--- config.mk ---
export PLATFORM = sky130hd
export DESIGN_NAME = morse_keyer
export DESIGN_NICKNAME = d
export VERILOG_FILES = /design/src/rtl/morse_keyer.sv
export SDC_FILE = /design/constraint.sdc
export NUM_CORES = 1
export LEC_CHECK = 0
export BUFFER_PORTS_ARGS = -buffer_cell sky130_fd_sc_hd__buf_2
export CORE_MARGIN = 2
export CORE_UTILIZATION = 30
export DETAILED_ROUTE_END_ITERATION = 6
export PLACE_DENSITY = 0.45
export SLEW_MARGIN = 20
export SYNTH_ARGS = -nofsm -noshare
export SYNTH_HDL_FRONTEND = slang
export SYNTH_SLANG_ARGS = --single-unit
--- constraint.sdc ---
create_clock -name i_clk_24 -period 3.1 [get_ports i_clk_24]
set_input_delay 0.465 -clock i_clk_24 [delete_from_list [all_inputs] [get_ports i_clk_24]]
set_output_delay 0.465 -clock i_clk_24 [all_outputs]
set_load 0.01 [all_outputs]
--- src/rtl/morse_keyer.sv ---
// Drains ASCII characters from the UART receive buffer in FIFO order and keys
// them out as Morse timing on o_key.
module morse_keyer #(
  parameter int UNIT_CYCLES = 1440000,
  parameter int FETCH_WAIT  = 4
) (
  input  logic        i_clk_24,
  input  logic        i_rst,
  input  logic        i_en,
  input  logic [10:0] i_wr_addr,
  input  logic        i_wr_pulse,
  input  logic [6:0]  i_rd_data,
  output logic [10:0] o_rd_addr,
  output logic        o_key,
  output logic        o_busy,
  output logic        o_char_done,
  output logic [2:0]  o_dbg_state
);

  localparam int CW = $clog2(UNIT_CYCLES);
  localparam int FW = $clog2(FETCH_WAIT + 1);
  localparam logic [CW-1:0] CYC_LAST   = CW'(UNIT_CYCLES - 1);
  localparam logic [FW-1:0] FETCH_LAST = FW'(FETCH_WAIT);

  typedef enum logic [2:0] {
    S_IDLE, S_FETCH, S_DECODE, S_MARK, S_ELEM_GAP, S_CHAR_GAP, S_WORD_GAP
  } state_t;

  state_t      state_q, state_d;
  logic [FW-1:0] fetch_cnt_q, fetch_cnt_d;
  logic [CW-1:0] cyc_q, cyc_d;
  logic [1:0]  unit_q, unit_d;
  logic [4:0]  pat_q, pat_d;
  logic [2:0]  rem_q, rem_d;
  logic [10:0] rd_addr_q, rd_addr_d;
  logic        key_q, key_d;
  logic        busy_q, busy_d;
  logic        done_q, done_d;
  logic [7:0]  info;
  logic [1:0]  seg_last;
  logic        unit_end, seg_end;

  // Returns {length[2:0], elements[4:0]}; elements left-aligned, MSB first, 1 = dash.
  function automatic logic [7:0] lookup(input logic [6:0] code);
    logic [6:0] up;
    up = (code >= 7'h61 && code <= 7'h7A) ? code - 7'd32 : code;
    case (up)
      7'h41: lookup = {3'd2, 5'b01000};  7'h42: lookup = {3'd4, 5'b10000};
      7'h43: lookup = {3'd4, 5'b10100};  7'h44: lookup = {3'd3, 5'b10000};
      7'h45: lookup = {3'd1, 5'b00000};  7'h46: lookup = {3'd4, 5'b00100};
      7'h47: lookup = {3'd3, 5'b11000};  7'h48: lookup = {3'd4, 5'b00000};
      7'h49: lookup = {3'd2, 5'b00000};  7'h4A: lookup = {3'd4, 5'b01110};
      7'h4B: lookup = {3'd3, 5'b10100};  7'h4C: lookup = {3'd4, 5'b01000};
      7'h4D: lookup = {3'd2, 5'b11000};  7'h4E: lookup = {3'd2, 5'b10000};
      7'h4F: lookup = {3'd3, 5'b11100};  7'h50: lookup = {3'd4, 5'b01100};
      7'h51: lookup = {3'd4, 5'b11010};  7'h52: lookup = {3'd3, 5'b01000};
      7'h53: lookup = {3'd3, 5'b00000};  7'h54: lookup = {3'd1, 5'b10000};
      7'h55: lookup = {3'd3, 5'b00100};  7'h56: lookup = {3'd4, 5'b00010};
      7'h57: lookup = {3'd3, 5'b01100};  7'h58: lookup = {3'd4, 5'b10010};
      7'h59: lookup = {3'd4, 5'b10110};  7'h5A: lookup = {3'd4, 5'b11000};
      7'h30: lookup = {3'd5, 5'b11111};  7'h31: lookup = {3'd5, 5'b01111};
      7'h32: lookup = {3'd5, 5'b00111};  7'h33: lookup = {3'd5, 5'b00011};
      7'h34: lookup = {3'd5, 5'b00001};  7'h35: lookup = {3'd5, 5'b00000};
      7'h36: lookup = {3'd5, 5'b10000};  7'h37: lookup = {3'd5, 5'b11000};
      7'h38: lookup = {3'd5, 5'b11100};  7'h39: lookup = {3'd5, 5'b11110};
      default: lookup = 8'h00;
    endcase
  endfunction

  always_comb begin
    state_d     = state_q;
    fetch_cnt_d = fetch_cnt_q;
    cyc_d       = cyc_q;
    unit_d      = unit_q;
    pat_d       = pat_q;
    rem_d       = rem_q;
    rd_addr_d   = rd_addr_q;
    done_d      = 1'b0;
    info        = lookup(i_rd_data);

    case (state_q)
      S_MARK:     seg_last = pat_q[4] ? 2'd2 : 2'd0;
      S_CHAR_GAP: seg_last = 2'd2;
      S_WORD_GAP: seg_last = 2'd3;
      default:    seg_last = 2'd0;
    endcase
    unit_end = (cyc_q == CYC_LAST);
    seg_end  = unit_end && (unit_q == seg_last);

    // Segment timing advances in every timed state; a state change below clears it.
    if (unit_end) begin
      cyc_d  = '0;
      unit_d = unit_q + 2'd1;
    end else begin
      cyc_d = cyc_q + CW'(1);
    end

    case (state_q)
      S_IDLE: begin
        if (i_en && (rd_addr_q != i_wr_addr)) begin
          state_d     = S_FETCH;
          fetch_cnt_d = '0;
        end
      end
      S_FETCH: begin
        if (i_wr_pulse)                    fetch_cnt_d = '0;
        else if (fetch_cnt_q == FETCH_LAST) state_d    = S_DECODE;
        else                               fetch_cnt_d = fetch_cnt_q + FW'(1);
      end
      S_DECODE: begin
        rd_addr_d = rd_addr_q + 11'd1;
        if (info[7:5] != 3'd0) begin
          pat_d   = info[4:0];
          rem_d   = info[7:5];
          state_d = S_MARK;
        end else if (i_rd_data == 7'h20) begin
          state_d = S_WORD_GAP;
        end else begin
          state_d = S_IDLE;
        end
      end
      S_MARK: begin
        if (seg_end) begin
          if (rem_q > 3'd1) begin
            rem_d   = rem_q - 3'd1;
            pat_d   = {pat_q[3:0], 1'b0};
            state_d = S_ELEM_GAP;
          end else begin
            state_d = S_CHAR_GAP;
          end
        end
      end
      S_ELEM_GAP: if (seg_end) state_d = S_MARK;
      S_CHAR_GAP, S_WORD_GAP: begin
        if (seg_end) begin
          state_d = S_IDLE;
          done_d  = 1'b1;
        end
      end
      default: state_d = S_IDLE;
    endcase

    if (state_d != state_q) begin
      cyc_d  = '0;
      unit_d = '0;
    end
    key_d  = (state_d == S_MARK);
    busy_d = (state_d != S_IDLE);
  end

  always_ff @(posedge i_clk_24) begin
    if (i_rst) begin
      state_q     <= S_IDLE;
      fetch_cnt_q <= '0;
      cyc_q       <= '0;
      unit_q      <= '0;
      pat_q       <= '0;
      rem_q       <= '0;
      rd_addr_q   <= '0;
      key_q       <= 1'b0;
      busy_q      <= 1'b0;
      done_q      <= 1'b0;
    end else begin
      state_q     <= state_d;
      fetch_cnt_q <= fetch_cnt_d;
      cyc_q       <= cyc_d;
      unit_q      <= unit_d;
      pat_q       <= pat_d;
      rem_q       <= rem_d;
      rd_addr_q   <= rd_addr_d;
      key_q       <= key_d;
      busy_q      <= busy_d;
      done_q      <= done_d;
    end
  end

  assign o_rd_addr   = rd_addr_q;
  assign o_key       = key_q;
  assign o_busy      = busy_q;
  assign o_char_done = done_q;
  assign o_dbg_state = state_q;

endmodule

==> results of run 1 <==
[worst max-delay path by stage]
| stage | slack, ns | endpoint | cells after the start | startpoint |
|---|---|---|---|---|
| 6_report | 0.28 | cyc_q[15] | 11 | cyc_q[0] |
| 5_1_grt | 0.003 | cyc_q[20] | 10 | cyc_q[0] |
| 4_1_cts | 0.18 | cyc_q[15] | 10 | cyc_q[0] |
| 3_5_place_dp | 0.10 | cyc_q[15] | 11 | i_rd_data[0] |
| 3_3_place_gp | 0.19 | cyc_q[20] | 10 | i_rd_data[1] |
| 2_1_floorplan | 0.18 | cyc_q[14] | 11 | i_rd_data[2] |
[kinds of logic (layout without fill, tap and decap cells)]
logic type / count (synthesis) / in the layout
and+or+nand+nor: 172 / 172
adders and majority gates: 14 / 14
AOI/OAI and AO/OA: 91 / 91
muxes: 8 / 8
buffers and inverters: 43 / 85
DFF: 51 / 51
xor gates and xnor gates: 44 / 44
[registers in the layout, summed over array words and instances (netlist names)]
register / flops
fetch_cnt_q: 3
o_char_done: 1
o_busy: 1
o_key: 1
rem_q: 3
pat_q: 5
unit_q: 2
o_dbg_state: 3
o_rd_addr: 11
cyc_q: 21
[worst min-delay path, cell delays in order, from the launching register on]
cell	delay, ns
dfxtp_1	0.32
o21ai_0	0.06
a21oi_1	0.06
[layout make-up]
| type | instances | area [µm²] | share of cell area |
|---|---|---|---|
| clock buffer | 8 | 100 | 0.0257 |
| timing repair buffer | 57 | 358 | 0.0918 |
| sequential | 51 | 1020 | 0.262 |
| tap | 140 | 175 | 0.0449 |
| inverter | 20 | 75.1 | 0.0193 |
| multi-input combinational | 329 | 2170 | 0.556 |
[layout by cell type (no fill, tap or decap), drive strengths merged, types with 3 or more instances in the layout]
cell type / n
nor4: 6
and2: 3
xor2: 32
a21oi: 25
dfxtp: 51
o211ai: 5
and3: 7
a31oi: 5
nor2: 57
a21boi: 3
inv: 20
a221oi: 3
xnor2: 12
mux2i: 5
nand3b: 3
and4: 3
nor2b: 6
nand4: 8
buf: 57
a211oi: 4
nand3: 20
nor3: 16
nand2: 31
clkbuf: 8
ha: 14
a41oi: 3
o21ai: 20
or3: 4
[per-layer routing]
layer	global-route usage	vias up	wire length [µm]
li1	-	1580	-
met4	0.0271	0	55
met5	0	-	0
met3	0.0265	7	190
met2	0.237	34	3930
met1	0.182	1424	3950
[what timing repair did]
| action | CTS | global route |
|---|---|---|
| setup endpoints to repair | 0 | 12 |
| resized for setup | 0 | 1 |
| hold buffers | 0 | 0 |
| hold endpoints to repair | 0 | 0 |
| setup buffers | 0 | 0 |
[stage by stage]
step / cells / power [W] / instance area, µm² / hold WS, ns
after floorplan: 423 / 0.000814 / 3370 / 0.436
after global placement: 597 / 0.000880 / 3790 / 0.456
after detailed placement: 597 / 0.000881 / 3790 / 0.468
after CTS: 605 / 0.00130 / 3890 / 0.482
after global routing: 605 / 0.00136 / 3900 / 0.514
final: 605 / 0.00128 / 3900 / 0.478
[power by group through the flow]
stage	clock network [W]	registers, W	logic, W
floorplan	0	0.000680	0.000135
global placement	0	0.000681	0.000199
detailed placement	0	0.000681	0.000200
CTS	0.000437	0.000666	0.000201
global route	0.000469	0.000667	0.000222
finish	0.000419	0.000666	0.000198
==> flow_metrics.py, run 1 <==
metrics = {
    "outcome": {
        "outcome": "finished clean",
    },
    "power": {
        "p_clk_frac": 0.327,
        "combPwrFrac": 0.154,
        "power_density_nw_per_um2": 329,
        "power.leakage_nw": 1.53,
        "p_int_w": 0.000950,
        "ir_drop_mv": 0.186,
        "swShare": 0.260,
        "seq_power_share": 0.519,
        "p_switching_w": 0.000333,
    },
    "setup_path": {
        "cp.buffers_inverters": 2,
        "r2r-end": "cyc_q[15]",
        "crit_slowest_cell": "dfxtp_1",
        "startpoint_type": "register",
        "crit_fanout": 23,
        "worstReg2RegStart": "cyc_q[0]",
        "crit_required_ns": 3.33,
        "cp-end-kind": "register",
        "worstPathCellList": "ha_1 -> and4_1 -> nand2_1 -> nor4_1 -> nand4b_1 -> o311ai_0 -> buf_4 -> a21boi_0 -> a221o_2 -> buf_12 -> nor3_1",
        "max_stage_delay_ns": 0.40,
        "critPathKind": "reg -> reg",
        "rr_worst_depth": 11,
        "cp.arrival_ns": 3.05,
        "crit_family": "simple AND/OR/NAND/NOR gates",
        "ff2ff_setup_slack_ns": 0.28,
    },
    "min_path": {
        "min_to": "pat_q[1]",
        "hold_start": "pat_q[1]",
        "hp-class": "reg -> reg",
        "hold_depth": 2,
    },
    "yosys": {
        "synth-async-reset-ratio": 0,
        "synth_mux_area_frac": 0.0315,
        "synth_xor_area_frac": 0.114,
        "synth_top_cell_by_area": "dfxtp_1",
        "synth.most_common_cell": "nor2_1",
        "synth_area_leaders": "dfxtp_1 (30%), xor2_1 (8.3%), nor2_1 (6.3%), ha_1 (5.2%), a21oi_1 (3.7%)",
        "synth_top_family_by_area": "simple AND/OR/NAND/NOR gates",
        "synth_top_flop_cell": "dfxtp_1",
        "ys_top_cells_by_count": "nor2_1 (57), dfxtp_1 (51), xor2_1 (32)",
        "yosysUniqueCellTypes": 61,
        "synth_warnings": 0,
        "syn-num-nets": 459,
        "avgSynthCellArea_um2": 7.98,
        "seq_area_frac_synth": 0.303,
        "synth_top_area_frac": 0.303,
        "ys_seq_elements": 51,
        "synthesis.area_um2": 3370,
        "syn-instance-count": 423,
        "synth-simple-area-share": 0.264,
        "synth_compound_area_frac": 0.179,
        "synth-edff-count": 0,
        "synthAdderAreaFrac": 0.0519,
    },
    "floorplanning": {
        "ioPinCount": 39,
        "die_w_um": 110,
        "die_y_um": 110,
        "fp.coreArea_um2": 10900,
        "std_cell_rows": 38,
        "start_util": 0.310,
        "fp.dieArea_um2": 12100,
    },
    "layout": {
        "syn_to_final_growth_pct": 15.5,
        "antenna_cells": 0,
        "fin_util": 0.358,
        "fill_cells": 1134,
        "nets": 500,
        "layout-drive-gt1-share": 0.181,
    },
    "drt": {
        "drt-total-wl_um": 8130,
        "drt_pass1_iterations": 4,
        "drt_iter0_drc": 95,
        "drc": 0,
        "drt-vias-per-instance": 5.03,
        "ant_nets": 0,
        "post_drt_wl_per_cell_um": 13.4,
        "vias": 3045,
    },
    "timing": {
        "final_max_slew_viol_count": 0,
        "hold_violations": 0,
        "final.setup.tns_ns": 0,
        "fin_crit_sh": 0.910,
        "period_minus_slack_ns": 2.82,
        "finClkSkew_ns": 0.00814,
        "rsz0062_at_grt": "no",
        "worst_slack_ns": 0.279,
        "relSlewSlack": 0.619,
        "setup_viol": 0,
        "tightestPinTransition_ns": 0.564,
        "fmax_mhz": 354,
    },
    "clock_tree": {
        "cts-buffers-inserted": 5,
        "ctsLongestPathBuffers": 2,
        "cts_tree": "done",
        "clkSlewWorstSetupHoldPaths_ns": 0.09,
        "cts_sinks": 51,
        "worst_skew_pair.late_latency_ns": 0.30,
        "htreeDepth": 2,
        "clockRootBuffer": "clkbuf_8",
    },
    "place": {
        "port_buffers": 38,
        "dp_hpwl_um": 6030,
        "place.gp.congestion": 0.837,
        "place_ws_ns": 0.103,
    },
    "global_route": {
        "grt_pass1_wl_um": 13400,
        "first_global_vias": 2910,
        "grt_max_degree": 28,
        "antenna_found_initial": 0,
        "overflow": 0,
        "grt_use_total": 0.139,
    },
    "flow_run": {
        "cap_violations": 0,
    },
}
No activity file was read; power rests on OpenSTA's default activity.
==> inputs of run 2 (changes only) <==
--- a/config.mk
+++ b/config.mk
@@ -10,6 +10,7 @@
 export CORE_UTILIZATION = 30
 export DETAILED_ROUTE_END_ITERATION = 6
 export PLACE_DENSITY = 0.45
+export RECOVER_POWER = 25
 export SLEW_MARGIN = 20
 export SYNTH_ARGS = -nofsm -noshare
 export SYNTH_HDL_FRONTEND = slang
==> run 2 against run 1 <==
- global-route usage unchanged
- largest power group unchanged
- non-clock buffer count unchanged
- clock power about the same
- critical path type unchanged
- register-to-register slack about the same
- cell count unchanged
- clock skew about the same
- setup slack about the same
- clock-buffer cell count unchanged
- hold slack unchanged
- utilization decreased by 0.17 points
- flip-flop and latch count unchanged
==> flow_metrics.py, run 2 (synthesis results as in run 1) <==
metrics = {
    "timing": {
        "hold_ws_ns": 0.478,
        "period_minus_slack_ns": 2.82,
        "hold_violations": 0,
        "final.setup.tns_ns": 0,
        "worst_slack_ns": 0.279,
        "setup_viol": 0,
        "rsz0062_at_grt": "no",
        "finClkSkew_ns": 0.00804,
        "fmax_mhz": 355,
        "final_max_slew_viol_count": 0,
        "fin_crit_sh": 0.910,
        "tightestPinTransition_ns": 0.564,
        "relSlewSlack": 0.619,
    },
    "min_path": {
        "hold_depth": 2,
        "hp-class": "reg -> reg",
        "hold_start": "pat_q[1]",
        "min_to": "pat_q[1]",
    },
    "power": {
        "p_int_w": 0.000949,
        "power.leakage_nw": 1.47,
        "p_clk_frac": 0.327,
        "power_density_nw_per_um2": 330,
        "seq_power_share": 0.519,
        "swShare": 0.260,
        "combPwrFrac": 0.154,
        "p_switching_w": 0.000333,
        "ir_drop_mv": 0.186,
    },
    "setup_path": {
        "crit_fanout": 23,
        "r2r-end": "cyc_q[15]",
        "crit_required_ns": 3.33,
        "worstReg2RegStart": "cyc_q[0]",
        "rr_worst_depth": 11,
        "ff2ff_setup_slack_ns": 0.28,
        "startpoint_type": "register",
        "critPathKind": "reg -> reg",
        "cp.arrival_ns": 3.05,
        "cp-end-kind": "register",
    },
    "clock_tree": {
        "postCtsSetupBuffers": 0,
        "hold_buffers": 0,
        "ctsLongestPathBuffers": 2,
        "clockRootBuffer": "clkbuf_8",
        "cts_sinks": 51,
        "clkSlewWorstSetupHoldPaths_ns": 0.09,
        "cts-buffers-inserted": 5,
        "worst_skew_pair.late_latency_ns": 0.30,
        "cts_tree": "done",
        "cts_resized": 0,
        "htreeDepth": 2,
    },
    "place": {
        "dp_hpwl_um": 6030,
        "place.gp.congestion": 0.837,
        "port_buffers": 38,
        "place_ws_ns": 0.103,
    },
    "layout": {
        "largest_register": "cyc_q",
        "largest_reg_flops": 21,
        "final_common_cell": "nor2_1",
        "syn_to_final_growth_pct": 15.0,
        "antenna_cells": 0,
        "layout-drive-gt1-share": 0.148,
        "nets": 500,
        "final_cell_mix": "nor2_1 (57), dfxtp_1 (51), xor2_1 (32), nand2_1 (31), a21oi_1 (25)",
    },
    "floorplanning": {
        "start_util": 0.310,
        "die_w_um": 110,
        "std_cell_rows": 38,
        "fp.dieArea_um2": 12100,
        "fp.coreArea_um2": 10900,
        "die_y_um": 110,
        "ioPinCount": 39,
    },
    "drt": {
        "post_drt_wl_per_cell_um": 13.5,
        "ant_nets": 0,
        "vias": 3053,
        "drt-total-wl_um": 8140,
        "drt_iter0_drc": 104,
        "drt_pass1_iterations": 4,
        "drc": 0,
        "drt-vias-per-instance": 5.05,
    },
    "global_route": {
        "grt_use_total": 0.139,
        "grt_max_degree": 28,
        "antenna_found_initial": 0,
        "overflow": 0,
        "grt_pass1_wl_um": 13400,
        "first_global_vias": 2910,
    },
    "flow_run": {
        "cap_violations": 0,
    },
    "outcome": {
        "outcome": "finished clean",
    },
}
-- run 2: cell types whose count changed in the layout (fill, tap and decap cells not counted), sizes merged --
| cell | delta |
|---|---|
| clkbuf | +15 |
| buf | -15 |
-- run 2: how the worst max path moves through the flow --
stage	startpoint	end	slack, ns	cells after the start
after floorplan	i_rd_data[2]	cyc_q[14]	0.18	11
after global placement	i_rd_data[1]	cyc_q[20]	0.19	10
after detailed placement	i_rd_data[0]	cyc_q[15]	0.10	11
after CTS	cyc_q[0]	cyc_q[15]	0.18	10
after global routing	cyc_q[0]	cyc_q[20]	0.003	10
final	cyc_q[0]	cyc_q[15]	0.28	11
-- run 2: layout make-up --
cell class | count | area, µm²
inverter | 20 | 75.1
sequential | 51 | 1020
fill | 1146 | 7010
clock buffer | 8 | 100
multi-input combinational | 329 | 2170
timing repair buffer | 57 | 339
tap | 140 | 175
-- run 2: per-layer routing --
metal,global-route usage,part of all wire,vias up
met2,0.237,0.48,34
met1,0.182,0.49,1432
met4,0.0271,0.0068,0
li1,-,-,1580
met3,0.0265,0.024,7
met5,0,0,-
-- run 2: power groups by stage --
stage                     registers (W)  logic (W)  clock network (W)
final                          0.000666   0.000198           0.000419
after CTS                      0.000666   0.000201           0.000437
after global placement         0.000681   0.000199                  0
after floorplan                0.000680   0.000135                  0
after global routing           0.000667   0.000222           0.000469
after detailed placement       0.000681   0.000200                  0
-- run 2: through the flow --
step | area, µm² | cells | util | power [W]
after floorplan | 3370 | 423 | - | 0.000814
after global placement | 3790 | 597 | 0.348 | 0.000880
after detailed placement | 3790 | 597 | 0.348 | 0.000881
after CTS | 3890 | 605 | 0.358 | 0.00130
after global routing | 3880 | 605 | 0.356 | 0.00136
final | 3880 | 605 | 0.356 | 0.00128
-- run 2: critical path, cell delays in order (launching register included) --
cell and delay, ns:
dfxtp_1 0.40, ha_1 0.22, and4_1 0.24, nand2_1 0.12
nor4_1 0.40, nand4b_1 0.18, o311ai_0 0.18, buf_4 0.21
a21boi_0 0.07, a221o_2 0.39, buf_12 0.17, nor3_1 0.16
